File: src/rtl/mips_mem_loader.sv
// Byte-stream program/data loader for the MIPS-Lite CPU.
// Parses command frames, writes bytes into instruction or data memory,
// and holds the CPU in reset until a run command arrives.
module mips_mem_loader #(
  parameter int unsigned ADDR_W = 10
) (
  input  logic              clk,
  input  logic              rst,
  input  logic [7:0]        in_data,
  input  logic              in_valid,
  output logic              in_ready,
  output logic              mem_we,
  output logic              mem_sel,
  output logic [ADDR_W-1:0] mem_addr,
  output logic [7:0]        mem_wdata,
  output logic              cpu_rst,
  output logic              busy,
  output logic              load_done,
  output logic [7:0]        checksum,
  output logic              err
);

  typedef enum logic [2:0] {
    S_IDLE, S_A_HI, S_A_LO, S_L_HI, S_L_LO, S_DATA, S_RUN
  } state_t;

  state_t            state_q, state_d;
  logic              in_ready_q, in_ready_d;
  logic              mem_we_q, mem_we_d;
  logic              sel_q, sel_d;
  logic [ADDR_W-1:0] mem_addr_q, mem_addr_d;
  logic [7:0]        mem_wdata_q, mem_wdata_d;
  logic [ADDR_W-1:0] addr_q, addr_d;
  logic [7:0]        hdr_hi_q, hdr_hi_d;
  logic [15:0]       rem_q, rem_d;
  logic              cpu_rst_q, cpu_rst_d;
  logic              load_done_q, load_done_d;
  logic [7:0]        checksum_q, checksum_d;
  logic              err_q, err_d;

  logic              fire;
  logic [15:0]       hdr_word;

  assign fire     = in_valid && in_ready_q;
  // High header byte is shared by the address and length fields.
  assign hdr_word = {hdr_hi_q, in_data};

  // Next-state and output computation for the frame parser.
  always_comb begin
    state_d     = state_q;
    in_ready_d  = 1'b1;
    mem_we_d    = 1'b0;
    sel_d       = sel_q;
    mem_addr_d  = mem_addr_q;
    mem_wdata_d = mem_wdata_q;
    addr_d      = addr_q;
    hdr_hi_d    = hdr_hi_q;
    rem_d       = rem_q;
    cpu_rst_d   = cpu_rst_q;
    load_done_d = 1'b0;
    checksum_d  = checksum_q;
    err_d       = err_q;
    if (fire) begin
      unique case (state_q)
        S_IDLE, S_RUN: begin
          unique case (in_data)
            8'h01, 8'h02: begin
              sel_d      = in_data[1];
              checksum_d = '0;
              cpu_rst_d  = 1'b1;
              state_d    = S_A_HI;
            end
            8'h03: begin
              cpu_rst_d = 1'b0;
              state_d   = S_RUN;
            end
            8'h04: begin
              cpu_rst_d = 1'b1;
              state_d   = S_IDLE;
            end
            default: err_d = 1'b1;
          endcase
        end
        S_A_HI: begin
          hdr_hi_d = in_data;
          state_d  = S_A_LO;
        end
        S_A_LO: begin
          addr_d  = hdr_word[ADDR_W-1:0];
          state_d = S_L_HI;
        end
        S_L_HI: begin
          hdr_hi_d = in_data;
          state_d  = S_L_LO;
        end
        S_L_LO: begin
          if (hdr_word == 16'd0) begin
            load_done_d = 1'b1;
            state_d     = S_IDLE;
          end else begin
            rem_d   = hdr_word;
            state_d = S_DATA;
          end
        end
        S_DATA: begin
          mem_we_d    = 1'b1;
          mem_addr_d  = addr_q;
          mem_wdata_d = in_data;
          addr_d      = addr_q + ADDR_W'(1);
          checksum_d  = checksum_q + in_data;
          rem_d       = rem_q - 16'd1;
          if (rem_q == 16'd1) begin
            load_done_d = 1'b1;
            state_d     = S_IDLE;
          end
        end
        default: state_d = S_IDLE;
      endcase
    end
  end

  // State and output registers with asynchronous reset.
  always_ff @(posedge clk or posedge rst) begin
    if (rst) begin
      state_q     <= S_IDLE;
      in_ready_q  <= 1'b0;
      mem_we_q    <= 1'b0;
      sel_q       <= 1'b0;
      mem_addr_q  <= '0;
      mem_wdata_q <= '0;
      addr_q      <= '0;
      hdr_hi_q    <= '0;
      rem_q       <= '0;
      cpu_rst_q   <= 1'b1;
      load_done_q <= 1'b0;
      checksum_q  <= '0;
      err_q       <= 1'b0;
    end else begin
      state_q     <= state_d;
      in_ready_q  <= in_ready_d;
      mem_we_q    <= mem_we_d;
      sel_q       <= sel_d;
      mem_addr_q  <= mem_addr_d;
      mem_wdata_q <= mem_wdata_d;
      addr_q      <= addr_d;
      hdr_hi_q    <= hdr_hi_d;
      rem_q       <= rem_d;
      cpu_rst_q   <= cpu_rst_d;
      load_done_q <= load_done_d;
      checksum_q  <= checksum_d;
      err_q       <= err_d;
    end
  end

  assign in_ready  = in_ready_q;
  assign mem_we    = mem_we_q;
  assign mem_sel   = sel_q;
  assign mem_addr  = mem_addr_q;
  assign mem_wdata = mem_wdata_q;
  assign cpu_rst   = cpu_rst_q;
  assign busy      = (state_q != S_IDLE) && (state_q != S_RUN);
  assign load_done = load_done_q;
  assign checksum  = checksum_q;
  assign err       = err_q;

endmodule

File: config.mk
export PLATFORM = sky130hd
export DESIGN_NAME = mips_mem_loader
export DESIGN_NICKNAME = d
export VERILOG_FILES = /design/src/rtl/mips_mem_loader.sv
export SDC_FILE = /design/constraint.sdc
export NUM_CORES = 1
export LEC_CHECK = 0
export CAP_MARGIN = 20
export CORE_MARGIN = 3
export CORE_UTILIZATION = 56
export DETAILED_ROUTE_END_ITERATION = 7
export HOLD_SLACK_MARGIN = 0.06
export PLACE_DENSITY = 0.79
export SYNTH_ARGS = -nofsm -noshare
export SYNTH_HDL_FRONTEND = slang
export SYNTH_SLANG_ARGS = --single-unit
export TNS_END_PERCENT = 10
File: constraint.sdc
create_clock -name clk -period 2.9 [get_ports clk]
set_clock_uncertainty 0.2 [all_clocks]
set_input_delay 0.29 -clock clk [delete_from_list [all_inputs] [get_ports clk]]
set_output_delay 0.29 -clock clk [all_outputs]
set_load 0.02 [all_outputs]
==> impl_metrics.ini, run 1 <==
[global_route]
grt_max_degree = 40
wire_length_of_the_first_global_routing_pass_um = 16600
gr-usage-met2_pct = 44.1
track_usage_pct = 27.9
grt_overflow = 0
initial_antenna_violation_count = 0
grt_pass1_vias = 3388
global_route.usage.met1_pct = 37.3
globalRouteMet3Util_pct = 7.08
grt-busiest-layer = met2

[cts]
worstSkewPairLatency_ps = 350
cts_resized = 0
post_cts.repair.setup_buffers = 0
number_of_buffers_on_the_longest_clock_path = 2
h-tree-depth = 3
clock_pin_slew_worst_setup_and_hold_paths_ps = 80
post_cts_hold_buffers = 0
clkSinkCount = 69
tritoncts = yes
clock_tree.root_cell = clkbuf_8
cts_inserted_buffers = 9

[logic_synthesis]
portion_of_synthesized_cell_area_occupied_by_the_leading_cell_type_pct = 44.6
synth_nets = 414
most_instantiated_flip_flop_cell_in_the_synthesis_netlist = dfrtp_1
synth_enable_flop_cells = 0
yosys-top-cells-area = dfrtp_1 45%, mux2_2 7.1%, o21ai_0 5.0%, a21oi_1 4.5%, ha_1 3.3%
yosys_register_bits = 69
ys_types = 58
ys.warnings.count = 0
synth.yosys.seq_area_share_pct = 45.3
syn-mean-instance-area_um2 = 9.72
synth_largest_area_cell = dfrtp_1
async_flop_share_pct = 100
syn_inst = 392
syn_area_um2 = 3810

[sta]
timing.final.max_slew_violations = 0
worst-slew-pin-transition_ps = 822
fin_crit_sh_pct = 84.9
fin_setup_tns_ps = 0
rsz_0062_raised_after_global_routing = no
fin_ws_ps = 437
timing.final.crit_period_ps = 2460
fmaxAchievable_mhz = 406
setup_viol = 0
count_of_final_hold_check_violations = 0
maxSlewHeadroom_pct = 45.1

[routing]
route.detailed.vias_per_inst = 6.34
dr.first_iter.drc_count = 233
detailed_route_wire_length_um = 9780
avgRoutedWirePerCell_um = 18.7
drcViolationCount = 0
routed-via-count = 3317
detail_route.first_pass.iterations = 4
ant_nets = 0

[place]
place_hpwl_um = 6870
detailed_place.area_um2 = 4390
dp_cell_count = 507
dpl_worst_slack_ps = 155
gp_congestion = 0.859
io_buffers = 43

[die]
initial_utilization_pct = 59.0
placementRows = 29
floorplan.core_area_um2 = 6460
design.die.area_um2 = 7830
die_x_um = 88.5
pin_count = 44
die_height_um = 88.5

[critical_path]
setup.worst_path.start_class = flip-flop
cp_max_fo = 11
arrival_ps = 1970
critical_path_required_ps = 2410
worstSetupPathType = reg2out
critPathCaptureType = output pin

[layout]
area_of_all_placed_cells_without_fillers_um2 = 4660
post-route-util_pct = 72.1
fill_cells = 479
synthToLayoutAreaGrowth_pct = 22.2
design.final.nets = 463
final_layout_size_suffix_gt1_share_pct = 16.6
antenna-diode-count = 0
instances_no_fill = 523

[power_and_ir_drop]
power_density_nw_per_um2 = 1120
peakVddDrop_mv = 0.637
leakage_uw = 0.00195

[min_path]
hold_path.class = in2async

[job]
max_cap_viol_count = 0

[status]
outcome = finished clean
[registers in the layout, summed over array words and instances (netlist names)]
name and flops:
cpu_rst 1, rem_q 16, hdr_hi_q 8, state_q 3, mem_sel 1, mem_we 1, mem_wdata 8, load_done 1
err 1, in_ready 1, addr_q 10, mem_addr 10, checksum 8
[cell usage after synthesis (7+ instances only)]
cell type   n
mux2_2     24
nand2_1    26
nor3_1      8
a22o_1      7
o21ai_0    38
nand3_1    18
nor2_1     25
o22ai_1     7
buf_2       7
ha_1       10
a31oi_1     9
dfrtp_1    68
a21oi_1    34
inv_1      11
clkbuf_1   13
[cell families after synthesis]
family	Yosys count	share of synthesized area, %
mux	24	7.09
buf+inv	34	3.78
fa+ha+maj	11	3.81
simple gates	115	16.5
other cells	1	0.0984
compound gates	131	21.8
flops	69	45.3
xor+xnor	7	1.61
[area by class of cell]
cell class	count	area [um^2]	share of cell area (%)
clock buffers	9	124	2.66
clock inverters	7	146	3.14
inverters	11	41.3	0.887
multi-input cells	289	1940	41.7
flip-flops and latches	69	1730	37.1
well taps	77	96.3	2.07
repair buffers	61	578	12.4
[worst max-delay path, stage by stage, from the launching register on]
cell	delay [ps]
dfrtp_1	550
xor2_1	290
nor2_1	90
inv_1	90
clkdlybuf4s50_1	600
[per-stage QoR]
step / total power [uW] / hold slack, ps
3_3_place_gp: 4040 / 244
3_5_place_dp: 4130 / 261
4_1_cts: 5220 / 256
5_1_grt: 5590 / 276
2_1_floorplan: 3300 / 240
6_report: 5220 / 220
[layout by cell type, fill, tap and decap left out, drive strengths merged, types with 11 or more instances in the layout]
cell,instances
nand2,26
buf,18
o21ai,39
nor2,25
mux2,24
inv,12
dfrtp,68
a31oi,11
clkdlybuf4s50,43
nand3,18
a21oi,34
[metal layers]
metal | part of all wire (%) | vias up
li1 | - | 1562
met5 | 0 | -
met2 | 47 | 138
met4 | 1.7 | 0
met1 | 43 | 1598
met3 | 7.6 | 19
[where the power goes]
group          leakage, uW  switching, uW  internal, uW  total [uW]
logic             0.000973           1270          1070        2340
clock network     0.000134            397           664        1060
registers         0.000838            437          1390        1820
[final timing paths]
path                                 start  slack [ps]  depth (start not counted)     endpoint
worst max-delay path            state_q[1]         440                          4         busy
worst min-delay path                   rst         220                          2  mem_addr[7]
worst max register to register    rem_q[6]         540                          5   state_q[2]
worst min register to register         err         270                          1          err
max in group asynchronous              rst        1630                          3  hdr_hi_q[2]
min in group clk                       err         270                          1          err
No activity file was read; power rests on OpenSTA's default activity.
==> run 2: changes to the inputs <==
==> constraint.sdc (replaced) <==
create_clock -name clk -period 2.5 [get_ports clk]
set_clock_uncertainty 0.2 [all_clocks]
set_input_delay 0.25 -clock clk [delete_from_list [all_inputs] [get_ports clk]]
set_output_delay 0.25 -clock clk [all_outputs]
set_load 0.02 [all_outputs]
==> impl_metrics.ini, run 2 (synthesis gave the netlist of run 1 again) <==
[status]
outcome = finished clean

[layout]
regMostFlops = rem_q
multiInputGateArea_um2 = 1940
design.final.nets = 476
final_layout_size_suffix_gt1_share_pct = 19.2
fill_cells = 477
post-route-util_pct = 73.1
seqCellArea_um2 = 1730
synthToLayoutAreaGrowth_pct = 23.8
largest_register_ffs = 16
antenna-diode-count = 0
area_of_all_placed_cells_without_fillers_um2 = 4720
most_frequent_cells_in_the_layout = 67 x dfrtp_1, 43 x clkdlybuf4s50_1, 38 x o21ai_0, 34 x a21oi_1, 29 x buf_4
most_common_cell_after_layout_fill_and_taps_aside = dfrtp_1

[critical_path]
crit-reg2reg-launch = rem_q[2]
critical_path_required_ps = 2050
number_of_cell_instances_on_the_worst_register_to_register_path = 5
setup.worst_path.start_class = flip-flop
critPathCaptureType = output pin
worstSetupPathType = reg2out
cp_max_fo = 11
critPathLaunch = state_q[1]
arrival_ps = 1890

[sta]
fmaxAchievable_mhz = 428
timing.final.max_slew_violations = 0
timing.final.crit_period_ps = 2340
fin_crit_sh_pct = 93.5
setup_viol = 0
maxSlewHeadroom_pct = 61.7
rsz_0062_raised_after_global_routing = no
fin_ws_ps = 162
worst-slew-pin-transition_ps = 570
count_of_final_hold_check_violations = 0

[cts]
worstSkewPairLatency_ps = 340
h-tree-depth = 3
number_of_buffers_on_the_longest_clock_path = 2
clock_pin_slew_worst_setup_and_hold_paths_ps = 80
tritoncts = yes
clkSinkCount = 69
cts_inserted_buffers = 9
post_cts.repair.setup_buffers = 0
clock_tree.root_cell = clkbuf_8

[place]
dpl_worst_slack_ps = -87.8
io_buffers = 43
place_hpwl_um = 7120
detailed_place.area_um2 = 4500
gp_congestion = 0.896

[die]
design.die.area_um2 = 7830
pin_count = 44
placementRows = 29
die_x_um = 88.5
die_height_um = 88.5
initial_utilization_pct = 59.0
floorplan.core_area_um2 = 6460

[routing]
detail_route.first_pass.iterations = 5
route.detailed.vias_per_inst = 6.47
ant_nets = 0
drcViolationCount = 0
dr.first_iter.drc_count = 309
avgRoutedWirePerCell_um = 18.7
detailed_route_wire_length_um = 10000
routed-via-count = 3467

[global_route]
grt_pass1_vias = 3340
initial_antenna_violation_count = 0
track_usage_pct = 27.6
wire_length_of_the_first_global_routing_pass_um = 16700
grt_max_degree = 31
grt_overflow = 0

[job]
max_cap_viol_count = 0

[power_and_ir_drop]
power_density_nw_per_um2 = 1260
leakage_uw = 0.00199
peakVddDrop_mv = 0.799
total_power_uw = 5930

[min_path]
hold_path.class = in2async
[run 2: metal layers]
layer  vias up  track usage [%]  part of all wire, %
li1       1578                -                    -
met1      1682             39.5                   45
met2       185             42.7                   46
met3        22             5.21                  7.7
met4         0             8.79                  2.0
met5         -                0                    0
[run 2: final timing paths]
kind / end / slack (ps)
hold / removal: addr_q[7] / 60
max in group asynchronous: hdr_hi_q[3] / 1380
setup / recovery: busy / 160
hold reg to reg: err / 260
min in group clk: err / 260
setup reg to reg: rem_q[13] / 230
[run 2: report_power, final]
| group | internal (uW) | total (uW) | switching, uW |
|---|---|---|---|
| combinational | 1290 | 2790 | 1490 |
| sequential | 1610 | 2110 | 500 |
| clock | 567 | 1030 | 464 |
| total | 3470 | 5930 | 2460 |
[run 2: critical path, stage by stage (launching register included)]
cell and delay, ps:
dfrtp_2 490, xor2_1 270, nor2_1 90, inv_1 90, clkdlybuf4s50_1 600
[run 2: area by class of cell]
| class | instances | share of cell area, % |
|---|---|---|
| clock buffers | 9 | 2.62 |
| clock inverters | 7 | 2.09 |
| inverters | 11 | 0.875 |
| multi-input cells | 289 | 41.1 |
| flip-flops and latches | 69 | 36.6 |
| well taps | 77 | 2.04 |
| repair buffers | 74 | 14.6 |
[run 2: metrics by stage]
step / cells / hold slack (ps) / TNS (ps)
3_5_place_dp: 520 / 251 / -203
5_1_grt: 536 / 98.2 / 0
3_3_place_gp: 520 / 240 / -22.9
2_1_floorplan: 392 / 200 / 0
4_1_cts: 536 / 71.0 / 0
6_report: 536 / 58.8 / 0
[run 2: repair_timing]
item	CTS	global route
gates resized for setup	0	1
setup endpoints to repair	0	1
hold buffers	0	0
==> run 3: changes to the inputs <==
--- a/config.mk
+++ b/config.mk
@@ -8,9 +8,10 @@
 export CAP_MARGIN = 20
 export CORE_MARGIN = 3
 export CORE_UTILIZATION = 56
+export CTS_CLUSTER_SIZE = 12
 export DETAILED_ROUTE_END_ITERATION = 7
 export HOLD_SLACK_MARGIN = 0.06
-export PLACE_DENSITY = 0.79
+export PLACE_DENSITY_LB_ADDON = 0.05
 export SYNTH_ARGS = -nofsm -noshare
 export SYNTH_HDL_FRONTEND = slang
 export SYNTH_SLANG_ARGS = --single-unit
==> impl_metrics.ini, run 3 (synthesis gave the netlist of run 1 again) <==
[sta]
count_of_final_hold_check_violations = 0
maxSlewHeadroom_pct = 64.4
fin_crit_sh_pct = 91.2
timing.final.crit_period_ps = 2280
fmaxAchievable_mhz = 438
setup_viol = 0
rsz_0062_raised_after_global_routing = no
worst-slew-pin-transition_ps = 532
timing.final.max_slew_violations = 0

[cts]
number_of_buffers_on_the_longest_clock_path = 2
tritoncts = yes
clkSinkCount = 69
clock_pin_slew_worst_setup_and_hold_paths_ps = 80
clock_tree.root_cell = clkbuf_8
h-tree-depth = 3
post_cts_hold_buffers = 0
worstSkewPairLatency_ps = 340
cts_inserted_buffers = 9

[die]
die_x_um = 88.5
pin_count = 44
initial_utilization_pct = 59.0
placementRows = 29
design.die.area_um2 = 7830
die_height_um = 88.5
floorplan.core_area_um2 = 6460

[critical_path]
cp_max_fo = 8
crit-reg2reg-launch = rem_q[2]
critical_path_required_ps = 2050
number_of_cell_instances_on_the_worst_register_to_register_path = 5
setup.reg_to_reg.worst_slack_ps = 240
regToRegEndpoint = rem_q[13]
arrival_ps = 1830
worstSetupPathType = reg2out
setup.worst_path.start_class = flip-flop
critPathCaptureType = output pin

[place]
detailed_place.area_um2 = 4520
io_buffers = 43
place_hpwl_um = 6720
gp_congestion = 0.875

[layout]
area_of_all_placed_cells_without_fillers_um2 = 4770
most_frequent_cells_in_the_layout = 67 x dfrtp_1, 43 x clkdlybuf4s50_1, 38 x o21ai_0, 34 x a21oi_1, 32 x buf_4
most_common_cell_after_layout_fill_and_taps_aside = dfrtp_1
final_layout_size_suffix_gt1_share_pct = 19.9
regMostFlops = rem_q
antenna-diode-count = 0
largest_register_ffs = 16
design.final.nets = 479
post-route-util_pct = 73.9
synthToLayoutAreaGrowth_pct = 25.3

[job]
max_cap_viol_count = 0

[routing]
detail_route.first_pass.iterations = 5
avgRoutedWirePerCell_um = 18.2
route.detailed.vias_per_inst = 6.31
ant_nets = 0
routed-via-count = 3402
detailed_route_wire_length_um = 9800
dr.first_iter.drc_count = 287
drcViolationCount = 0

[global_route]
grt_pass1_vias = 3301
wire_length_of_the_first_global_routing_pass_um = 16400
track_usage_pct = 27.3
initial_antenna_violation_count = 0
grt_max_degree = 70
grt_overflow = 0

[power_and_ir_drop]
total_power_uw = 6050
leakage_uw = 0.00201
peakVddDrop_mv = 0.892
power_density_nw_per_um2 = 1270

[min_path]
hold_path.class = in2async

[status]
outcome = finished clean
==> run 3: changes by cell type in the layout (fill, tap and decap cells not counted), sizes merged <==
cell	previous run	this run
clkinvlp	1	2
bufinv	2	3
clkbuf	9	10
clkinv	3	1
inv	12	11
buf	31	34
==> run 3: how the worst max path moves through the flow <==
stage               startpoint         end  slack [ps]  cells past startpoint
floorplan                  rst   addr_q[0]         310                      1
global placement    in_data[7]  state_q[0]         -60                      6
detailed placement  in_data[7]  state_q[2]         -90                      7
CTS                 state_q[1]        busy          70                      4
global route        state_q[2]        busy          80                      4
finish              state_q[2]        busy         220                      4
==> run 3: final cells by class <==
| class | instances | area, um^2 |
|---|---|---|
| Multi-Input combinational cell | 289 | 1950 |
| Tap cell | 77 | 96.3 |
| Clock inverter | 6 | 110 |
| Fill cell | 487 | 1680 |
| Clock buffer | 10 | 138 |
| Inverter | 11 | 41.3 |
| Sequential cell | 69 | 1730 |
| Timing Repair Buffer | 77 | 711 |
==> run 3: metrics by stage <==
step / TNS (ps) / setup WS [ps] / hold slack, ps / std cells
finish: 0 / 219 / 86.5 / 539
floorplan: 0 / 312 / 200 / 392
global placement: -221 / -56.2 / 239 / 523
global route: 0 / 84.6 / 141 / 539
CTS: 0 / 67.9 / 108 / 539
detailed placement: -1020 / -94.1 / 250 / 523
==> run 3: worst max-delay path, stage by stage, from the launching register on <==
cell and delay, ps:
dfrtp_1 510, xor2_2 220, nor2_1 80, inv_1 80, clkdlybuf4s50_1 600
==> run 3: per-layer routing <==
metal / GRT usage (%) / up-vias / wire (um) / share of wire (%)
li1: - / 1583 / - / -
met1: 41.1 / 1660 / 4470 / 46
met2: 40.2 / 142 / 4520 / 46
met3: 4.10 / 17 / 662 / 6.8
met4: 9.62 / 0 / 150 / 1.5
met5: 0 / - / 0 / 0
==> run 3: repair_timing <==
action / CTS / global route
setup endpoints to repair: 0 / 1
buffers inserted: 0 / 0
resized for setup: 0 / 2
==> run 3: power by group <==
group          internal (uW)  leakage, uW  switching [uW]
Combinational           1320      0.00106            1490
Sequential              1610     0.000837             499
Clock                    688     0.000119             441
Total                   3620      0.00201            2430
